**src/rtl/sum_acc4_pkg.sv**
```systemverilog
// sum_acc_pkg: shared FSM state type and default widths for the adder/accumulator pair
package sum_acc_pkg;
  typedef enum logic [1:0] {IDLE, ACC, DONE} state_t;
  localparam int DEF_DATA_W = 4;
  localparam int DEF_ACC_W = 8;
  localparam int DEF_COUNT = 4;
endpackage

```
**src/rtl/sum_acc4_sample_counter.sv**
```systemverilog
// sample_counter: up-counter with clear/enable; tc flags the enabled final count
module sample_counter #(
  parameter int COUNT = 4,
  parameter int W = $clog2(COUNT + 1)
) (
  input  logic clk,
  input  logic rst_n,
  input  logic clr,
  input  logic en,
  output logic tc
);
  logic [W-1:0] cnt;
  always_comb tc = en && (cnt == W'(COUNT - 1));
  always_ff @(posedge clk or negedge rst_n)
    if (!rst_n) cnt <= '0;
    else if (clr) cnt <= '0;
    else if (en) cnt <= cnt + W'(1);
endmodule

```
**src/rtl/sum_acc4.sv**
```systemverilog
// sum_acc4: accumulates COUNT adder samples per block and hands the total downstream
module sum_acc4
  import sum_acc_pkg::*;
#(
  parameter int DATA_W = DEF_DATA_W,
  parameter int ACC_W = DEF_ACC_W,
  parameter int COUNT = DEF_COUNT
) (
  input  logic              clk,
  input  logic              rst_n,
  input  logic              start,
  input  logic              in_valid,
  input  logic [DATA_W-1:0] in_data,
  output logic              in_ready,
  output logic              out_valid,
  input  logic              out_ready,
  output logic [ACC_W-1:0]  acc_out,
  output logic              ovf,
  output logic              busy
);
  state_t state, next;
  logic [ACC_W-1:0] acc;
  logic [ACC_W:0] sum;
  logic accept, clr, tc;
  always_comb begin
    in_ready = state == ACC;
    out_valid = state == DONE;
    busy = state != IDLE;
    acc_out = acc;
    accept = in_valid && in_ready;
    clr = state == IDLE && start;
    sum = {1'b0, acc} + (ACC_W + 1)'(in_data);
    next = state == IDLE ? (start ? ACC : IDLE) :
           state == ACC  ? (tc ? DONE : ACC) :
                           (out_ready ? IDLE : DONE);
  end
  sample_counter #(.COUNT(COUNT)) u_cnt (
    .clk(clk),
    .rst_n(rst_n),
    .clr(clr),
    .en(accept),
    .tc(tc)
  );
  always_ff @(posedge clk or negedge rst_n)
    if (!rst_n) begin
      state <= IDLE;
      acc <= '0;
      ovf <= 1'b0;
    end else begin
      state <= next;
      if (clr) begin
        acc <= '0;
        ovf <= 1'b0;
      end else if (accept) begin
        acc <= sum[ACC_W-1:0];
        if (sum[ACC_W]) ovf <= 1'b1;
      end
    end
endmodule

```
**config.mk**
```make
export PLATFORM = sky130hd
export DESIGN_NAME = sum_acc4
export DESIGN_NICKNAME = d
export VERILOG_FILES = /design/src/rtl/sum_acc4_pkg.sv /design/src/rtl/sum_acc4_sample_counter.sv /design/src/rtl/sum_acc4.sv
export SDC_FILE = /design/constraint.sdc
export NUM_CORES = 1
export LEC_CHECK = 0
export BUFFER_PORTS_ARGS = -buffer_cell sky130_fd_sc_hd__clkbuf_2
export CORE_MARGIN = 1.5
export CORE_UTILIZATION = 50
export CTS_CLUSTER_SIZE = 12
export DETAILED_ROUTE_END_ITERATION = 8
export PLACE_DENSITY = 0.79
export SLEW_MARGIN = 20
export SYNTH_ARGS = -nofsm -noshare
export SYNTH_HDL_FRONTEND = slang
export SYNTH_SLANG_ARGS = --single-unit
```
**constraint.sdc**
```tcl
create_clock -name clk -period 2.1 [get_ports clk]
set_clock_uncertainty 0.1 [all_clocks]
set_input_delay 0.105 -clock clk [delete_from_list [all_inputs] [get_ports clk]]
set_output_delay 0.105 -clock clk [all_outputs]
set_load 0.005 [all_outputs]
```
==> flow_metrics.env, run 1 <==
export IMPL_status="completed"
export IMPL_synth_compound_area_share_pct=15.7
export IMPL_cts_root_buf="clkbuf_4"
export IMPL_max_freq_mhz=546
export IMPL_drv_slew=0
export IMPL_worstPathRequired_ps=2160
export IMPL_gr_total_overflow=0
export IMPL_period_share_pct=87.3
export IMPL_hold_end="state[0]$_DFF_PN0_"
export IMPL_r2r_slack_ps=270
export IMPL_p_sw_share_pct=38.0
export IMPL_cts_buffers=3
export IMPL_hold_path_class="primary input to flop"
export IMPL_die_w_um=42.7
export IMPL_crit_chain="ha_1 > inv_1 > fa_1 > nor2b_1 > o21a_1 > o2111ai_1 > mux2i_1"
export IMPL_ys_seq_area_share_pct=44.5
export IMPL_synth_area_leaders="dfrtp_1, ha_1, nand2_1"
export IMPL_avgSynthCellArea_um2=9.84
export IMPL_synth_net_count=96
export IMPL_clk_pin_slew_worst_paths_ps=90
export IMPL_antenna_found_initial=0
export IMPL_r2r_start="acc_out[0]$_DFFE_PN0P_"
export IMPL_worstMarginPinSlew_ps=448
export IMPL_path_delay_family="adder cells"
export IMPL_area_growth_pct=21.9
export IMPL_cts_buffer_depth=2
export IMPL_min_period_ps=1830
export IMPL_via_count=667
export IMPL_yosys_area_top_type="dfrtp_1"
export IMPL_clk_latency_ps=280
export IMPL_ys_types=26
export IMPL_fin_cells=122
export IMPL_fillers=128
export IMPL_synthMuxAreaShare_pct=5.09
export IMPL_num_rows=14
export IMPL_maxSlewHeadroom_pct=70.1
export IMPL_crit_slowest_cell="fa_1"
export IMPL_drive_gt1_share_pct=29.2
export IMPL_crit_arrival_ps=1890
export IMPL_maxCapViolations=0
export IMPL_drt_pre_antenna_iters=4
export IMPL_die_area_um2=1820
export IMPL_ys_ff_latch=14
export IMPL_synth_simple_area_share_pct=16.7
export IMPL_place_gp_congestion=0.814
export IMPL_cell_internal_pwr_w=0.000712
export IMPL_htreeDepth=1
export IMPL_wl_per_cell_um=12.2
export IMPL_drc=0
export IMPL_io_buffers=20
export IMPL_placed_cells=116
export IMPL_synthesis_instances=80
export IMPL_antenna_left=0
export IMPL_io_pins=21
export IMPL_vdd_drop_max_v=0.000719
export IMPL_power_frac_comb_pct=44.0
export IMPL_netlist_area_leader_share_pct=44.5
export IMPL_die_h_um=42.7
export IMPL_drt_iter0_drc=10
export IMPL_p_switching_w=0.000437
export IMPL_diodes=0
export IMPL_p_leak_nw=0.514
export IMPL_setup_tns_ps=0
export IMPL_nets=123
export IMPL_min_from="in_valid"
export IMPL_cts_resized_gates=0
export IMPL_dp_hpwl_um=1120
export IMPL_r2r_cells=7
export IMPL_slowest_delay_ps=410
export IMPL_grt_pass1_wl_um=2520
export IMPL_whs_path_depth=4
export IMPL_timing_rr_end="acc_out[6]$_DFFE_PN0P_"
export IMPL_start_util_pct=52.9
export IMPL_hold_viol_final=0
export IMPL_grt_max_degree=15
export IMPL_p_clk_share_pct=16.8
export IMPL_netlist_area_um2=787
export IMPL_crit_type="flop to flop"
export IMPL_cts_tree="yes"
export IMPL_design_core_area_um2=1490
export IMPL_critPathMaxFanout=3
export IMPL_cp_num_buf_inv=1
export IMPL_crit_path_end_kind="flop"
export IMPL_critPathLaunchType="flop"
export IMPL_grt_pass1_vias=591
export IMPL_rsz0062_at_grt="false"
export IMPL_multi_input_area_um2=399
export IMPL_track_usage_pct=18.5
export IMPL_powerDensity_nw_per_um2=1200
export IMPL_regArea_um2=350
export IMPL_synth_fa_ha_area_share_pct=12.1
export IMPL_setup_viol=0
export IMPL_wl_um=1480
export IMPL_synth_xor_area_share_pct=1.11
export IMPL_clkSinkCount=14
export IMPL_synth_top_family_by_area="simple AND/OR/NAND/NOR gates"
export IMPL_seq_power_share_pct=39.2
export IMPL_routed_via_density=5.47
export IMPL_yosys_warnings=0
-- through the flow --
step                      hold slack [ps]  power, W  setup slack [ps]  cell area [um2]  util (%)
final                                6.25   0.00115               268              960      64.5
after global placement              -66.4  0.000944               363              903      60.7
after detailed placement            -66.3  0.000961               285              903      60.7
after floorplan                      -291  0.000794               395              787         -
after CTS                            7.74   0.00116               275              960      64.5
after global routing                 32.2   0.00125               130              960      64.5
-- worst max path at each step --
stage / startpoint / endpoint / slack, ps / cells after the start
3_5_place_dp: acc_out[0]$_DFFE_PN0P_ / acc_out[6]$_DFFE_PN0P_ / 280 / 7
5_1_grt: acc_out[0]$_DFFE_PN0P_ / acc_out[6]$_DFFE_PN0P_ / 130 / 7
6_report: acc_out[0]$_DFFE_PN0P_ / acc_out[6]$_DFFE_PN0P_ / 270 / 7
4_1_cts: acc_out[0]$_DFFE_PN0P_ / acc_out[6]$_DFFE_PN0P_ / 280 / 7
3_3_place_gp: acc_out[0]$_DFFE_PN0P_ / acc_out[6]$_DFFE_PN0P_ / 360 / 7
2_1_floorplan: acc_out[0]$_DFFE_PN0P_ / acc_out[6]$_DFFE_PN0P_ / 390 / 7
-- layout make-up --
type | instances | area share, %
flip-flops and latches | 14 | 36.5
clock buffers | 4 | 3.78
inverters | 7 | 2.74
repair buffers | 23 | 13.3
well taps | 16 | 2.09
multi-input cells | 58 | 41.6
-- cells by family (layout without fill, tap and decap cells) --
group	count (synthesis)	in the layout
simple gates	27	27
compound gates	19	19
flops	14	14
buf+inv	8	34
fa+ha+maj	7	7
mux	4	4
xor+xnor	1	1
-- metal layers --
| layer | wire (um) | vias to the layer above | global-route usage [%] |
|---|---|---|---|
| met5 | 0 | - | 0 |
| met4 | 20 | 0 | 9.38 |
| met3 | 74 | 2 | 2.55 |
| met2 | 657 | 18 | 27.3 |
| met1 | 731 | 317 | 26.5 |
| li1 | - | 330 | - |
-- tightest hold or removal path: cells and delay by family --
family        cells  cell delay (ps)
simple gates      3              140
buf+inv           1              100
-- sequential cells by signal, summed over array words and instances (netlist names) --
| register | flops |
|---|---|
| ovf | 1 |
| acc_out | 8 |
| state | 2 |
| u_cnt.cnt | 3 |
-- Yosys cell counts (all sizes together) --
cell type,number
a211oi,2
a21o,1
a21oi,2
a22o,2
and2b,1
and3b,1
and4,1
buf,1
dfrtp,14
fa,1
ha,6
inv,7
mux2i,4
nand2,17
nand3,1
nor2,3
nor2b,1
nor3b,1
o2111ai,1
o211ai,1
o21a,1
o21ai,8
o21bai,1
or2,1
xnor2,1
-- timing repair --
action                                 CTS  global route
endpoints found under the hold margin   15             0
setup buffers                            0             0
hold buffers                             2             0
-- power by group through the flow --
stage | clock [W] | combinational, W | sequential, W
2_1_floorplan | 0 | 0.000351 | 0.000443
3_3_place_gp | 0 | 0.000495 | 0.000449
3_5_place_dp | 0 | 0.000505 | 0.000456
4_1_cts | 0.000200 | 0.000511 | 0.000452
5_1_grt | 0.000209 | 0.000573 | 0.000470
6_report | 0.000193 | 0.000505 | 0.000450
-- cell usage in the layout (no fill, tap or decap), types with 2 or more instances in the layout --
master,synthesis,final
a21oi_1,2,2
clkbuf_2,0,20
ha_1,6,6
inv_1,7,7
dlygate4sd3_1,0,2
nor2_1,3,3
a22o_2,2,2
clkbuf_4,0,3
o21ai_0,8,8
nand2_1,16,16
a211oi_1,2,2
dfrtp_1,14,14
mux2i_1,4,4
(Power assumes the default switching activity.)
==> run 2: changes to the inputs <==
- CORE_UTILIZATION: 50 -> 54
- PLACE_DENSITY: 0.79 -> 0.85
- clock period: 2.1 -> 2.3 ns (I/O delays scaled with it)
==> run 2 against run 1 <==
  * Hold slack gained 34 ps
  * Final cell count is 2.5% lower
  * Fmax is 1.7% higher
  * Critical path depth unchanged
  * Non-clock buffer count is 1 lower
  * Flip-flop and latch count unchanged
  * Critical path type unchanged
  * Largest cell class unchanged
==> flow_metrics.env, run 2 (same netlist as run 1, synthesis figures left out) <==
export IMPL_drv_slew=0
export IMPL_drt_pre_antenna_iters=5
export IMPL_rsz0062_at_grt="false"
export IMPL_grt_max_degree=15
export IMPL_wl_per_cell_um=12.6
export IMPL_place_gp_congestion=0.776
export IMPL_cts_buffers=3
export IMPL_antenna_found_initial=0
export IMPL_layout_commonest_cell="clkbuf_2"
export IMPL_placed_cells=114
export IMPL_crit_path_end_kind="flop"
export IMPL_area_growth_pct=19.1
export IMPL_num_rows=13
export IMPL_clkSinkCount=14
export IMPL_hold_path_class="primary input to flop"
export IMPL_seq_power_share_pct=40.8
export IMPL_regArea_um2=350
export IMPL_crit_chain="ha_1 > inv_1 > fa_1 > nor2b_1 > o21a_1 > o2111ai_1 > mux2i_1"
export IMPL_critPathLaunchType="flop"
export IMPL_drc=0
export IMPL_hold_viol_final=0
export IMPL_postCtsSetupBuffers=0
export IMPL_power_frac_comb_pct=46.4
export IMPL_status="completed"
export IMPL_largest_reg_flops=8
export IMPL_die_area_um2=1700
export IMPL_diodes=0
export IMPL_fin_ws_ps=498
export IMPL_via_count=649
export IMPL_die_w_um=41.2
export IMPL_die_h_um=41.2
export IMPL_utilization_pct=70.3
export IMPL_most_common_layout_cells="clkbuf_2, nand2_1, dfrtp_1"
export IMPL_dp_slack_ps=522
export IMPL_vdd_drop_max_v=0.000619
export IMPL_crit_slowest_cell="fa_1"
export IMPL_powerDensity_nw_per_um2=1070
export IMPL_nets=122
export IMPL_grt_pass1_vias=582
export IMPL_worstMarginPinSlew_ps=551
export IMPL_gr_total_overflow=0
export IMPL_drive_gt1_share_pct=27.9
export IMPL_p_sw_share_pct=39.1
export IMPL_start_util_pct=59.0
export IMPL_multi_input_area_um2=399
export IMPL_fin_cells=119
export IMPL_crit_arrival_ps=1850
export IMPL_io_buffers=20
export IMPL_track_usage_pct=21.6
export IMPL_maxSlewHeadroom_pct=63.2
export IMPL_htreeDepth=1
export IMPL_io_pins=21
export IMPL_cts_root_buf="clkbuf_4"
export IMPL_cell_internal_pwr_w=0.000612
export IMPL_wl_um=1500
export IMPL_dp_hpwl_um=1180
export IMPL_drt_iter0_drc=12
export IMPL_clk_pin_slew_worst_paths_ps=70
export IMPL_slowest_delay_ps=400
export IMPL_min_period_ps=1800
export IMPL_period_share_pct=78.4
export IMPL_p_switching_w=0.000392
export IMPL_crit_type="flop to flop"
export IMPL_antenna_left=0
export IMPL_cts_buffer_depth=2
export IMPL_setup_viol=0
export IMPL_cts_tree="yes"
export IMPL_max_freq_mhz=555
export IMPL_path_delay_family="adder cells"
export IMPL_critPathMaxFanout=3
export IMPL_routed_via_density=5.45
export IMPL_cp_num_buf_inv=1
export IMPL_clk_latency_ps=270
export IMPL_p_leak_nw=0.501
export IMPL_grt_pass1_wl_um=2330
export IMPL_design_core_area_um2=1330
export IMPL_worstPathRequired_ps=2350
export IMPL_finalPower_w=0.00100
export IMPL_fillers=116
export IMPL_cts_resized_gates=0
export IMPL_maxCapViolations=0
export IMPL_setup_tns_ps=0
export IMPL_p_clk_share_pct=12.8
-- run 2: final timing paths --
check	start	to	slack, ps	depth (start not counted)
setup / recovery	acc_out[0]$_DFFE_PN0P_	acc_out[6]$_DFFE_PN0P_	500	7
hold / removal	in_valid	state[0]$_DFF_PN0_	40	4
setup reg to reg	acc_out[0]$_DFFE_PN0P_	acc_out[6]$_DFFE_PN0P_	500	7
hold reg to reg	acc_out[7]$_DFFE_PN0P_	acc_out[7]$_DFFE_PN0P_	400	1
max in group asynchronous	rst_n	acc_out[3]$_DFFE_PN0P_	1670	2
min in group asynchronous	rst_n	acc_out[1]$_DFFE_PN0P_	180	2
-- run 2: repair_timing --
item / in CTS / in global routing
hold endpoints to repair: 15 / 0
endpoints found under the setup margin: 0 / 0
hold buffers: 2 / 0
-- run 2: metal layers --
layer | vias up | wire length, um | share of wire [%] | global-route usage, %
met5 | - | 0 | 0 | 0
met4 | 0 | 17 | 1.1 | 12.1
met3 | 2 | 89 | 5.9 | 3.26
met2 | 23 | 704 | 47 | 35.9
met1 | 298 | 685 | 46 | 26.4
li1 | 326 | - | - | -
-- run 2: through the flow --
step	cell area, um2	hold slack [ps]
after floorplan	787	-281
after global placement	895	-60.4
after detailed placement	895	-58.7
after CTS	937	25.2
after global routing	937	50.1
final	937	40.4
-- run 2: power by group through the flow --
stage | sequential (W) | clock (W) | combinational, W
global route | 0.000424 | 0.000144 | 0.000539
global placement | 0.000409 | 0 | 0.000446
CTS | 0.000409 | 0.000137 | 0.000470
floorplan | 0.000405 | 0 | 0.000321
detailed placement | 0.000414 | 0 | 0.000464
finish | 0.000410 | 0.000129 | 0.000466
-- run 2: cell type report --
| class | count | area share [%] |
|---|---|---|
| clock buffer | 3 | 2.40 |
| inverter | 7 | 2.80 |
| multi-input combinational | 58 | 42.6 |
| sequential | 14 | 37.4 |
| tap | 15 | 2.00 |
| timing repair buffer | 22 | 12.8 |
-- run 2: worst min-delay path: stages --
cell      delay, ps
clkbuf_2        100
nand2_1          50
nand2_1          60
nand2_1          50
==> run 3: changes to the inputs <==
- CORE_ASPECT_RATIO: unset -> 0.8
- CORE_UTILIZATION: 54 -> 45
- PLACE_DENSITY: 0.85 -> 0.76
- clock period: 2.3 -> 1.6 ns (I/O delays scaled with it)
==> run 3 against run 2 <==
  * The flow now finishes with violations (setup timing)
  * First-iteration DRC count fell by 50%
  * Final area rose by 13%
  * Utilization fell by 5.4 points
  * Register-to-register slack got worse by 580 ps
  * Largest cell class unchanged
==> flow_metrics.env, run 3 (same netlist as run 1, synthesis figures left out) <==
export IMPL_wl_um=1640
export IMPL_p_clk_share_pct=11.9
export IMPL_layout_commonest_cell="clkbuf_2"
export IMPL_min_period_ps=1680
export IMPL_setup_tns_ps=-256
export IMPL_p_switching_w=0.000622
export IMPL_power_frac_comb_pct=51.8
export IMPL_area_growth_pct=34.0
export IMPL_largest_reg_flops=8
export IMPL_rsz0062_at_grt="true"
export IMPL_crit_type="flop to flop"
export IMPL_grt_pass1_vias=593
export IMPL_via_count=661
export IMPL_max_freq_mhz=595
export IMPL_slowest_delay_ps=360
export IMPL_cell_internal_pwr_w=0.000998
export IMPL_p_leak_nw=0.549
export IMPL_r2r_slack_ps=-80
export IMPL_drc=0
export IMPL_fillers=132
export IMPL_clk_latency_ps=270
export IMPL_clkSinkCount=14
export IMPL_die_h_um=40.4
export IMPL_io_pins=21
export IMPL_drt_iter0_drc=6
export IMPL_diodes=0
export IMPL_routed_via_density=4.86
export IMPL_most_common_layout_cells="clkbuf_2, nand2_1, dfrtp_1"
export IMPL_hold_path_class="primary input to flop"
export IMPL_crit_path_end_kind="flop"
export IMPL_status="complete, but fails checks"
export IMPL_nets=132
export IMPL_gr_total_overflow=0
export IMPL_critPathMaxFanout=3
export IMPL_design_core_area_um2=1630
export IMPL_htreeDepth=1
export IMPL_maxSlewHeadroom_pct=69.8
export IMPL_hold_viol_final=0
export IMPL_drv_slew=0
export IMPL_fin_area_um2=1050
export IMPL_dp_hpwl_um=1210
export IMPL_num_rows=13
export IMPL_crit_arrival_ps=1740
export IMPL_crit_chain="ha_2 > inv_2 > fa_2 > nor2b_1 > o21a_1 > o2111ai_2 > mux2i_1"
export IMPL_grt_pass1_wl_um=2550
export IMPL_clk_pin_slew_worst_paths_ps=80
export IMPL_placed_cell_area_um2=961
export IMPL_maxCapViolations=0
export IMPL_met2_length_um=749
export IMPL_seq_power_share_pct=36.3
export IMPL_worstMarginPinSlew_ps=452
export IMPL_cts_buffers=3
export IMPL_cts_buffer_depth=2
export IMPL_cts_root_buf="clkbuf_4"
export IMPL_wl_per_cell_um=12.1
export IMPL_worstPathRequired_ps=1660
export IMPL_p_sw_share_pct=38.4
export IMPL_powerDensity_nw_per_um2=1540
export IMPL_vdd_drop_max_v=0.000819
export IMPL_grt_max_degree=15
export IMPL_crit_slowest_cell="dfrtp_1"
export IMPL_place_gp_congestion=0.795
export IMPL_antenna_found_initial=0
export IMPL_die_area_um2=2010
export IMPL_drt_met1_wl_um=820
export IMPL_cp_num_buf_inv=1
export IMPL_period_share_pct=105
export IMPL_wl_met3_um=51
export IMPL_track_usage_pct=17.7
export IMPL_io_buffers=20
export IMPL_highest_layer="met4"
export IMPL_fin_ws_ps=-81.3
export IMPL_antenna_left=0
export IMPL_setup_viol=4
export IMPL_start_util_pct=48.4
export IMPL_drt_pre_antenna_iters=4
export IMPL_path_delay_family="adder cells"
export IMPL_drive_gt1_share_pct=40.4
export IMPL_die_w_um=49.8
export IMPL_cts_tree="yes"
export IMPL_critPathLaunchType="flop"
export IMPL_failed_checks="setup timing"
## run 3: power by group through the flow
stage | Sequential (W) | Clock, W | Combinational (W)
finish | 0.000588 | 0.000193 | 0.000839
global route | 0.000609 | 0.000215 | 0.000942
CTS | 0.000587 | 0.000195 | 0.000797
detailed placement | 0.000591 | 0 | 0.000754
global placement | 0.000585 | 0 | 0.000737
floorplan | 0.000582 | 0 | 0.000465
## run 3: path summary, 6_finish.rpt
| check | startpoint | end | cells past startpoint |
|---|---|---|---|
| max | acc_out[0]$_DFFE_PN0P_ | acc_out[6]$_DFFE_PN0P_ | 7 |
| min reg2reg | u_cnt.cnt[0]$_DFFE_PN0P_ | u_cnt.cnt[0]$_DFFE_PN0P_ | 1 |
| max reg2reg | acc_out[0]$_DFFE_PN0P_ | acc_out[6]$_DFFE_PN0P_ | 7 |
| max in group asynchronous | rst_n | acc_out[0]$_DFFE_PN0P_ | 2 |
| min in group asynchronous | rst_n | state[1]$_DFF_PN0_ | 2 |
| min | start | state[0]$_DFF_PN0_ | 3 |
## run 3: stage by stage
step,setup WS (ps),hold WS [ps],cells,power (W),utilization (%)
5_1_grt,-165,48.5,136,0.00177,64.8
6_report,-81.3,32.6,136,0.00162,64.8
2_1_floorplan,-58.6,-316,80,0.00105,-
3_5_place_dp,-72.6,-95.3,128,0.00135,59.1
4_1_cts,-61.5,34.9,135,0.00158,63.5
3_3_place_gp,-45.1,-94.2,128,0.00132,59.1
## run 3: layer usage
metal,GRT usage (%),up-vias
met5,0,-
met4,8.33,0
met3,2.24,2
met2,30.7,17
met1,22.7,297
li1,-,345
## run 3: area by class of cell
class | instances | area (um2) | share of cell area [%]
Tap cell | 22 | 27.5 | 2.61
Inverter | 7 | 26.3 | 2.49
Multi-Input combinational cell | 58 | 430 | 40.8
Timing Repair Buffer | 32 | 198 | 18.7
Sequential cell | 14 | 350 | 33.2
Clock buffer | 3 | 22.5 | 2.14
## run 3: timing repair
action                     4_1_cts  5_1_grt
pin swaps                        3        5
buffers inserted                 1        1
setup endpoints to repair        5        6
hold endpoints to repair        16        0
gates resized for setup          3        4
hold buffers                     3        0
## run 3: tightest hold or removal path: cells and delay by family
family	cells	cell delay, ps
AND/OR/NAND/NOR	2	210
buffers and inverters	1	80
